`src/rtl/fir_filter_mac.sv`:
```
// fir_filter_mac: time-multiplexed FIR filter with one multiply-accumulate unit.
//
// A sample accepted in IDLE is shifted into a TAPS-deep delay line. The MAC
// then walks k = 0..TAPS-1 over one tap per cycle, accumulating c[k]*x[k] at
// full precision. The result is converted to OUT_W (extend, wrap or
// saturate) and presented for one DONE cycle with out_valid high.
//
// Handshake: a sample transfers on a rising edge where in_valid && in_ready.
// in_valid may be raised at any time and the source keeps input_data stable
// until the transfer. in_ready is combinational from state and rst; all other
// outputs are registered.
//
// Ports:
//   clk, rst           clock and synchronous active-high reset
//   coef_write_enable  coefficient write strobe (honoured only in IDLE)
//   coef_number        coefficient index (indices >= TAPS are ignored)
//   coef_value         coefficient value
//   in_valid/in_ready  input sample handshake
//   input_data         input sample
//   out_valid          one-cycle strobe marking a new output_data
//   output_data        filter result, held until the next result
//   overflow           result did not fit OUT_W, qualified like output_data
//   fsm_state          current FSM state (IDLE=0, MAC=1, DONE=2) for debug
module fir_filter_mac #(
    parameter  int DATA_W   = 8,
    parameter  int COEF_W   = 8,
    parameter  int TAPS     = 16,
    parameter  int OUT_W    = 20,
    parameter  int SIGNED   = 1,
    parameter  int SATURATE = 1,
    localparam int CN_W     = $clog2(TAPS)
) (
    input  logic              clk,
    input  logic              rst,
    input  logic              coef_write_enable,
    input  logic [CN_W-1:0]   coef_number,
    input  logic [COEF_W-1:0] coef_value,
    input  logic              in_valid,
    output logic              in_ready,
    input  logic [DATA_W-1:0] input_data,
    output logic              out_valid,
    output logic [OUT_W-1:0]  output_data,
    output logic              overflow,
    output logic [1:0]        fsm_state
);

    localparam int ACC_W = DATA_W + COEF_W + CN_W;

    typedef enum logic [1:0] {
        IDLE = 2'd0,
        MAC  = 2'd1,
        DONE = 2'd2
    } state_t;

    state_t              state;
    logic [DATA_W-1:0]   x_line [TAPS];
    logic [COEF_W-1:0]   coef   [TAPS];
    logic [CN_W-1:0]     k;
    logic [ACC_W-1:0]    acc;

    logic [ACC_W-1:0]    x_ext;
    logic [ACC_W-1:0]    c_ext;
    logic [ACC_W-1:0]    prod;
    logic [ACC_W-1:0]    acc_sum;
    logic [OUT_W-1:0]    conv;
    logic                conv_ovf;
    logic                acc_sign;

    assign in_ready  = (state == IDLE) && !rst;
    assign fsm_state = state;

    // Operands are extended to the accumulator width before multiplying. The
    // low ACC_W bits of a two's-complement product are identical for signed
    // and unsigned interpretation, so a plain multiply serves both modes.
    always_comb begin
        x_ext   = {{(ACC_W-DATA_W){(SIGNED != 0) && x_line[k][DATA_W-1]}}, x_line[k]};
        c_ext   = {{(ACC_W-COEF_W){(SIGNED != 0) && coef[k][COEF_W-1]}}, coef[k]};
        prod    = x_ext * c_ext;
        acc_sum = acc + prod;
    end

    assign acc_sign = (SIGNED != 0) && acc_sum[ACC_W-1];

    // Conversion of the final sum (acc_sum on the last MAC cycle) to OUT_W.
    generate
        if (ACC_W < OUT_W) begin : g_extend
            assign conv     = {{(OUT_W-ACC_W){acc_sign}}, acc_sum};
            assign conv_ovf = 1'b0;
        end else if (ACC_W == OUT_W) begin : g_same
            assign conv     = acc_sum;
            assign conv_ovf = 1'b0;
        end else begin : g_narrow
            logic             fits;
            logic [OUT_W-1:0] sat_val;
            if (SIGNED != 0) begin : g_signed
                // Fits when every bit from the OUT_W sign position upward agrees.
                assign fits    = (&acc_sum[ACC_W-1:OUT_W-1]) || !(|acc_sum[ACC_W-1:OUT_W-1]);
                assign sat_val = acc_sum[ACC_W-1] ? {1'b1, {(OUT_W-1){1'b0}}}
                                                  : {1'b0, {(OUT_W-1){1'b1}}};
            end else begin : g_unsigned
                // An unsigned sum can only overflow upward.
                assign fits    = !(|acc_sum[ACC_W-1:OUT_W]);
                assign sat_val = {OUT_W{1'b1}};
            end
            assign conv     = (!fits && (SATURATE != 0)) ? sat_val : acc_sum[OUT_W-1:0];
            assign conv_ovf = !fits;
        end
    endgenerate

    always_ff @(posedge clk) begin
        if (rst) begin
            state       <= IDLE;
            k           <= '0;
            acc         <= '0;
            output_data <= '0;
            out_valid   <= 1'b0;
            overflow    <= 1'b0;
            for (int i = 0; i < TAPS; i++) begin
                x_line[i] <= '0;
                coef[i]   <= '0;
            end
        end else begin
            out_valid <= 1'b0;
            case (state)
                IDLE: begin
                    // A write and an accept in the same cycle both commit here;
                    // the MAC reads the coefficient bank only from the next cycle.
                    if (coef_write_enable && (int'(coef_number) < TAPS)) begin
                        coef[coef_number] <= coef_value;
                    end
                    if (in_valid) begin
                        x_line[0] <= input_data;
                        for (int i = 1; i < TAPS; i++) begin
                            x_line[i] <= x_line[i-1];
                        end
                        acc   <= '0;
                        k     <= '0;
                        state <= MAC;
                    end
                end
                MAC: begin
                    acc <= acc_sum;
                    if (k == CN_W'(TAPS-1)) begin
                        output_data <= conv;
                        overflow    <= conv_ovf;
                        out_valid   <= 1'b1;
                        state       <= DONE;
                    end else begin
                        k <= k + 1'b1;
                    end
                end
                DONE: begin
                    state <= IDLE;
                end
                default: begin
                    state <= IDLE;
                end
            endcase
        end
    end

endmodule

```
`config.mk`:
```
export PLATFORM = sky130hd
export DESIGN_NAME = fir_filter_mac
export DESIGN_NICKNAME = d
export VERILOG_FILES = /design/src/rtl/fir_filter_mac.sv
export SDC_FILE = /design/constraint.sdc
export NUM_CORES = 1
export LEC_CHECK = 0
export CORE_ASPECT_RATIO = 1.2
export CORE_MARGIN = 10
export CORE_UTILIZATION = 55
export CTS_BUF_LIST = sky130_fd_sc_hd__clkbuf_4 sky130_fd_sc_hd__clkbuf_8
export DETAILED_ROUTE_END_ITERATION = 7
export PLACE_DENSITY = 0.76
export SLEW_MARGIN = 20
export SYNTH_ARGS = -nofsm -noshare
export SYNTH_HDL_FRONTEND = slang
export SYNTH_SLANG_ARGS = --single-unit
```
`constraint.sdc`:
```
create_clock -name clk -period 18.8 [get_ports clk]
set_clock_uncertainty 0.15 [all_clocks]
set_input_delay 4.7 -clock clk [delete_from_list [all_inputs] [get_ports clk]]
set_output_delay 4.7 -clock clk [all_outputs]
set_load 0.05 [all_outputs]
```
Word level (Yosys, flattened, before mapping):

Memory sizes are Yosys's and may differ from the RTL's. A register that Yosys moved wholly into a read port is not among the register bits.
Cells that the tools add are included.

* memories kept: 2
* word-level logic and storage cells: 84
* register bits after elaboration: 47
* memory bits (writable): 256
* input port bits: 24
* output and inout bits: 25

Memory list
* coef: words 16, width 8, rd ports 1, clocked after memory_dff 1, write ports 16, RTL line 57 `logic [COEF_W-1:0] coef [TAPS];`
* x_line: words 16, width 8, rd ports 16, clocked after memory_dff 1, write ports 16, RTL line 56 `logic [DATA_W-1:0] x_line [TAPS];`

* equality and inequality tests: 5
* multipliers: 1
* reduce and logical (&&, ||, !) cells: 10
* bitwise logic cells: 17
* add/sub/neg operators: 2
* mux-type cells: 42

Operators by type and width (number)
* 8-bit 2-to-1 mux: 17
* 20-bit case mux with 2 select lines: 1
* 4-bit 2-to-1 mux: 7
* 20-bit adder: 1
* 20-bit 2-to-1 mux: 1
* 8-bit by 8-bit multiplier with 16-bit output: 1
* 1-bit OR: 16
* 1-bit 2-to-1 mux: 12
* 4-bit case mux with 2 select lines: 1
* 8-bit OR reduction: 1
* 2-bit != test (second input constant): 3
* 2-bit AND reduction: 3
* 4-bit by 1-bit adder with 4-bit output (second input constant): 1
* 4-bit equality test (second input constant): 1
* 2-bit 2-to-1 mux: 2
* 2-bit case mux with 2 select lines: 1
* 3-bit AND reduction: 1
* 2-bit by 1-bit equality test with 1-bit output (second input constant): 1
* 2-bit zero test: 1
* 2-bit nonzero test: 1
* 2-bit OR reduction: 1
* 1-bit logical AND: 1
* 1-bit zero test: 1
* 1-bit NOT: 1

Logic depth before layout (Yosys ltp):

Gate-level depths: netlist (run 1).

* depth after elaboration: 6
* depth in mapped cells: 30
* mapped depth without buffers: 27

Worst setup path after synthesis (run 1):

Ideal clock, no wire load.

* kind: input port to output port
* start point: in rst
* end point: out in_ready
* path slack: 8.233 ns
* path buffers: 2
* stages on the path: 3
* required time: 13.950 ns
* arrival time: 5.717 ns
* cells stage by stage: nor3_1 clkbuf_1 clkbuf_1

* word-level cells in the longest chain between the ends: 2

RTL lines
* start, declared: RTL line 34 `input logic rst,`
* 1-bit zero test: RTL line 69 `assign in_ready = (state == IDLE) && !rst;`
* 1-bit logical AND: RTL line 69
* end, declared: RTL line 39 `output logic in_ready,`

Every way passes these cells.

Worst setup path in the final report (run 1):

Same ends and word-level chain as after synthesis.

==> impl_metrics.py, run 1 <==
metrics = {
    "status": {
        "status": "finished clean",
    },
    "floorplanning": {
        "io_pins": 49,
        "fp.dieArea_um2": 37870,
        "die_h_um": 211.2,
        "die_x_um": 179.3,
        "row_count": 69,
        "core_um2": 29870,
        "initial_core_util_pct": 56.09,
    },
    "synthesis": {
        "syn_area_um2": 16750,
        "ys_ff_latch": 307,
        "syn_avg_cell_area_um2": 13.02,
        "synth.distinct_cells": 65,
        "syn_nets": 1418,
        "synth-warning-count": 0,
        "synth-edff-count": 256,
        "ys.flop_type": "edfxtp_1",
        "syn_inst": 1287,
        "yosysSeqAreaShare_pct": 51.98,
        "async_reset_ff_share_pct": 0,
    },
    "place": {
        "gp_congestion": 0.8208,
        "numPlacedInstances": 1670,
        "dp_hpwl_um": 22300,
        "io_buffers": 47,
        "dpl_cell_area_um2": 17500,
        "pre_cts_ws_ns": 7.362,
    },
    "clocking": {
        "clk_path_buf_depth": 3,
        "post-cts-setup-buffers": 0,
        "clk_latency_ns": 0.62,
        "htree_levels": 2,
        "clk_pin_slew_ns": 0.06,
        "cts_tree": "done",
        "cts_buffers": 47,
        "clock-root-buffer": "clkbuf_8",
        "cts_resized": 0,
        "holdBufCountCts": 0,
        "cts.sinks": 307,
    },
    "final_layout": {
        "diodes": 0,
        "drive_gt1_share_pct": 14.49,
        "final_cells": 1756,
        "fin_nets": 1460,
        "fillers": 2308,
        "multi_input_area_um2": 7417,
        "post-route-util_pct": 61.73,
        "layout_common_cells": "edfxtp_1 (256), and2_1 (173), inv_1 (87)",
        "layout_commonest_cell": "edfxtp_1",
        "seqCellArea_um2": 8713,
        "final_cell_area_um2": 18440,
        "syn2layout_area_growth_pct": 10.07,
    },
    "timing": {
        "setup_tns_ns": 0,
        "slew_headroom_pct": 30.20,
        "post-route-period-util_pct": 60.96,
        "setup_viol": 0,
        "finalWorstSetupSlack_ns": 7.340,
        "finalHoldViolations": 0,
        "layout_min_cycle_time_ns": 11.46,
        "report.final.slew_viol_count": 0,
        "max_freq_mhz": 87.26,
        "rsz0062_at_grt": "false",
        "worst-slew-pin-transition_ns": 1.047,
    },
    "critical_path": {
        "end_kind": "output pin",
        "crit_path_frequent_cell": "buf_4",
        "critPathArrivalTime_ns": 6.61,
        "slowest_stage": "clkdlybuf4s50_1",
        "crit_type": "primary input to output pin",
        "slowest_delay_ns": 0.94,
        "crit_chain": "buf_4 > nor3_2 > buf_4 > clkdlybuf4s50_1",
        "cp.required_ns": 13.95,
        "cp_max_fo": 83,
        "path_delay_family": "buffers and inverters",
        "worst-path-buf-inv": 3,
        "critical_path.startpoint_type": "primary input",
    },
    "route": {
        "antenna_left": 0,
        "firstDrtPassIters": 4,
        "routed_wl_um": 33600,
        "initialDrtViolationCount": 686,
        "vias": 10060,
        "drc": 0,
        "vias_per_cell": 5.726,
        "routedWlPerCell_um": 19.13,
    },
    "power_and_ir_drop": {
        "power_density_nw_per_um2": 109.5,
        "ir_worst_vdd_v": 0.0001489,
        "p_leak_nw": 7.314,
    },
    "global_routing": {
        "overflow": 0,
        "grt_max_degree": 85,
        "grt_pass1_vias": 10450,
        "grt_pass1_wl_um": 54580,
        "grt_antenna_before_repair": 0,
        "grt_usage_pct": 18.02,
    },
    "job": {
        "maxCapViolations": 0,
    },
    "min_path": {
        "hp-class": "flip-flop to flip-flop",
    },
}
==> worst register-to-register path, cell delays in order, from the launching register on <==
cell and delay [ns]:
dfxtp_4 0.68, buf_4 0.76, mux4_2 0.69, mux4_2 0.61, and2_1 0.19, ha_1 0.32
fa_1 0.46, ha_1 0.29, inv_1 0.05, fa_1 0.52, inv_1 0.04, ha_1 0.24
fa_1 0.42, a21o_1 0.20, a21oi_1 0.22, o21bai_1 0.10, a21oi_1 0.25, o21ai_0 0.23
or4_1 0.43, nand3_1 0.14, ha_1 0.26, a21oi_1 0.18, o21ai_0 0.11, a31oi_1 0.21
a31o_1 0.21, nand4_1 0.19, a21o_1 0.25, a311oi_2 0.24
==> sequential cells by signal (all words and copies together) (netlist names), named ones only <==
| signal | cells |
|---|---|
| acc | 20 |
| coef | 128 |
| fsm_state | 2 |
| k | 4 |
| out_valid | 1 |
| output_data | 20 |
| x_line | 128 |
==> cell usage after synthesis (all sizes together), types with 4 or more instances <==
cell | number | share of area [%]
a211oi | 9 | 0.43
a21o | 8 | 0.37
a21oi | 36 | 1.1
a22o | 5 | 0.26
a22oi | 13 | 0.58
and2 | 174 | 6.5
and3 | 84 | 3.1
buf | 16 | 0.71
clkbuf | 49 | 1.1
dfxtp | 51 | 6.1
edfxtp | 256 | 46
fa | 56 | 6.7
ha | 51 | 3.8
inv | 88 | 2.0
mux4 | 79 | 11
nand2 | 59 | 1.3
nand2b | 4 | 0.15
nand3 | 9 | 0.27
nand4 | 4 | 0.15
nor2 | 52 | 1.2
nor2b | 53 | 2.0
nor3 | 10 | 0.30
nor3b | 4 | 0.18
o211ai | 4 | 0.18
o21a | 5 | 0.22
o21ai | 20 | 0.62
o21bai | 7 | 0.31
or2 | 18 | 0.67
or3 | 4 | 0.18
xnor2 | 24 | 1.3
xor2 | 9 | 0.47
==> metal layers <==
metal	GRT usage [%]	vias to the layer above	part of all wire, %
met5	0	-	0
met2	31.14	224	52
met1	22.72	5071	42
li1	-	4704	-
met4	5.776	0	2.3
met3	2.736	56	4.2
==> cells by family after synthesis <==
kind of cell	synth area share (%)
AO/OA/AOI/OAI	4.884
XOR/XNOR	1.725
adder cells (fa/ha/maj)	10.50
buffers and inverters	3.854
flip-flops	51.98
multiplexers	10.75
other	0.02238
AND/OR/NAND/NOR	16.29
==> per-stage QoR <==
step	total power, mW	hold slack (ns)
final	2.019	0.3043
after global routing	2.143	0.3239
after CTS	2.031	0.3069
after detailed placement	1.474	0.2977
after global placement	1.459	0.2884
after floorplan	1.327	0.2815
==> power by group <==
group | switching [mW] | internal (mW) | leakage, nW | total (mW)
clock | 0.266 | 0.291 | 0.497 | 0.558
sequential | 0.0225 | 0.784 | 3.11 | 0.807
combinational | 0.384 | 0.271 | 3.70 | 0.654
total | 0.673 | 1.35 | 7.31 | 2.02
==> worst paths after layout <==
kind / depth (start not counted) / to / from / slack [ns]
max: 4 / in_ready / rst / 7.34
min: 2 / output_data[15] / output_data[15] / 0.30
max reg2reg: 27 / output_data[19] / flip-flop / 10.06
min reg2reg: 2 / output_data[15] / output_data[15] / 0.30
==> area by class of cell <==
cell class	instances	area share [%]
sequential	307	47.25
multi-input combinational	826	40.22
clock buffer	60	4.037
timing repair buffer	59	2.999
tap	390	2.646
inverter	88	1.791
clock inverter	26	1.052
No activity file was read; power rests on OpenSTA's default activity.
==> run 2: changes to the inputs <==
==> constraint.sdc (replaced) <==
create_clock -name clk -period 11.1 [get_ports clk]
set_clock_uncertainty 0.15 [all_clocks]
set_input_delay 2.775 -clock clk [delete_from_list [all_inputs] [get_ports clk]]
set_output_delay 2.775 -clock clk [all_outputs]
set_load 0.05 [all_outputs]
==> run 2 against run 1 <==
Sequential power up 71%. Largest power group unchanged. Setup slack worse by 4.8 ns. Largest cell class unchanged. Sequential cell count did not move. Critical path type is now flip-flop to flip-flop. Cell area about the same.
==> impl_metrics.py, run 2 (synthesis results as in run 1) <==
metrics = {
    "critical_path": {
        "reg2reg_depth": 27,
        "reg2reg_to": "output_data[19]",
        "end_kind": "flip-flop",
        "crit_type": "flip-flop to flip-flop",
        "critical_path.startpoint_type": "flip-flop",
        "cp_max_fo": 48,
        "reg2reg_slack_ns": 2.53,
        "cp.required_ns": 11.43,
        "critPathArrivalTime_ns": 8.91,
    },
    "timing": {
        "report.final.slew_viol_count": 0,
        "worst-slew-pin-transition_ns": 1.152,
        "post-route-period-util_pct": 77.25,
        "max_freq_mhz": 116.6,
        "layout_min_cycle_time_ns": 8.575,
        "setup_tns_ns": 0,
        "rsz0062_at_grt": "false",
        "setup_viol": 0,
        "slew_headroom_pct": 23.03,
        "finalWorstSetupSlack_ns": 2.525,
        "finalHoldViolations": 0,
    },
    "clocking": {
        "cts_tree": "done",
        "clk_pin_slew_ns": 0.06,
        "htree_levels": 2,
        "clk_latency_ns": 0.57,
        "cts.sinks": 307,
        "clock-root-buffer": "clkbuf_8",
        "holdBufCountCts": 0,
        "post-cts-setup-buffers": 0,
        "cts_buffers": 48,
        "clk_path_buf_depth": 3,
        "cts_resized": 0,
    },
    "power_and_ir_drop": {
        "power_density_nw_per_um2": 187.0,
        "ir_worst_vdd_v": 0.0001845,
        "p_leak_nw": 7.300,
    },
    "min_path": {
        "holdPathEnd": "output_data[14]",
        "hp-class": "flip-flop to flip-flop",
        "holdPathStages": 2,
        "hp-start": "output_data[14]",
    },
    "route": {
        "wl_met3_um": 1944,
        "vias": 10160,
        "routedWlPerCell_um": 19.72,
        "drt-met1-wl_um": 13910,
        "initialDrtViolationCount": 807,
        "vias_per_cell": 5.815,
        "routed_wl_um": 34470,
        "antenna_left": 0,
        "drc": 0,
        "wl_met2_um": 17150,
        "top_layer_used": "met5",
        "firstDrtPassIters": 7,
    },
    "final_layout": {
        "fillers": 2301,
        "layout_common_cells": "edfxtp_1 (256), and2_1 (173), inv_1 (87)",
        "fin_nets": 1459,
        "final_cells": 1748,
        "largestRegisters": "coef (128), x_line (128)",
        "drive_gt1_share_pct": 14.58,
        "diodes": 0,
        "syn2layout_area_growth_pct": 9.978,
        "layout_commonest_cell": "edfxtp_1",
    },
    "place": {
        "dp_hpwl_um": 23530,
        "io_buffers": 47,
        "numPlacedInstances": 1668,
        "pre_cts_ws_ns": 2.482,
        "gp_congestion": 0.8767,
    },
    "global_routing": {
        "grt_antenna_before_repair": 1,
        "grt_max_degree": 91,
        "grt_usage_pct": 18.64,
        "overflow": 0,
        "grt_pass1_wl_um": 56050,
        "grt_pass1_vias": 10490,
    },
    "floorplanning": {
        "row_count": 69,
        "fp.dieArea_um2": 37870,
        "core_um2": 29870,
        "io_pins": 49,
        "initial_core_util_pct": 56.09,
        "die_h_um": 211.2,
        "die_x_um": 179.3,
    },
    "job": {
        "maxCapViolations": 0,
    },
    "status": {
        "status": "finished clean",
    },
}
[run 2: cell count changes in the layout (fill, tap and decap cells not counted)]
cell / change
clkbuf_8: +4
clkinvlp_4: +2
inv_6: -1
clkinv_2: -4
inv_12: -1
clkinv_1: -8
buf_4: -2
clkinv_4: -1
clkbuf_4: +4
clkinv_8: -1
[run 2: stage by stage]
stage	total power, mW	util (%)	cell area [µm²]	hold WS (ns)
floorplan	2.247	-	16750	0.2815
global placement	2.484	58.54	17490	0.2912
detailed placement	2.515	58.54	17490	0.2942
CTS	3.458	61.68	18430	0.3023
global route	3.646	61.68	18430	0.3323
finish	3.445	61.68	18430	0.3018
[run 2: area by class of cell]
type	instances	area, µm²	area share [%]
clock buffer	68	829.5	4.502
clock inverter	12	108.9	0.5908
inverter	88	330.3	1.793
multi-input combinational	826	7417	40.26
sequential	307	8713	47.29
tap	390	488.0	2.648
timing repair buffer	57	538.0	2.920
[run 2: power by group]
part	internal [mW]	total [mW]	switching, mW
clock network	0.524	0.949	0.425
logic	0.460	1.12	0.661
registers	1.33	1.38	0.0466
[run 2: worst max-delay path, cell delays in order, from the launching register on]
cell and delay [ns]:
dfxtp_4 1.01, buf_4 0.48, mux4_2 0.58, mux4_2 0.60, and2_1 0.21, ha_1 0.29, fa_1 0.47, ha_1 0.29
inv_1 0.05, fa_1 0.53, inv_1 0.04, ha_1 0.24, fa_1 0.43, a21o_1 0.20, a21oi_1 0.22, o21bai_1 0.09
a21oi_1 0.20, o21ai_0 0.19, or4_1 0.43, nand3_1 0.13, ha_1 0.25, a21oi_1 0.19, o21ai_0 0.12, a31oi_1 0.20
a31o_1 0.20, nand4_1 0.17, a21o_1 0.25, a311oi_2 0.25
[run 2: per-layer routing]
| metal | GRT usage, % | up-vias |
|---|---|---|
| met5 | 0 | - |
| met4 | 8.635 | 2 |
| met3 | 3.541 | 100 |
| met2 | 30.39 | 293 |
| met1 | 23.60 | 5077 |
| li1 | - | 4692 |
[run 2: how the worst max path moves through the flow]
stage / startpoint / to / slack, ns / depth (start not counted)
2_1_floorplan: flip-flop / output_data[19] / 3.84 / 28
3_3_place_gp: flip-flop / output_data[19] / 2.66 / 27
3_5_place_dp: flip-flop / output_data[19] / 2.48 / 27
4_1_cts: flip-flop / output_data[19] / 2.40 / 27
5_1_grt: flip-flop / output_data[19] / 1.93 / 27
6_report: flip-flop / output_data[19] / 2.53 / 27
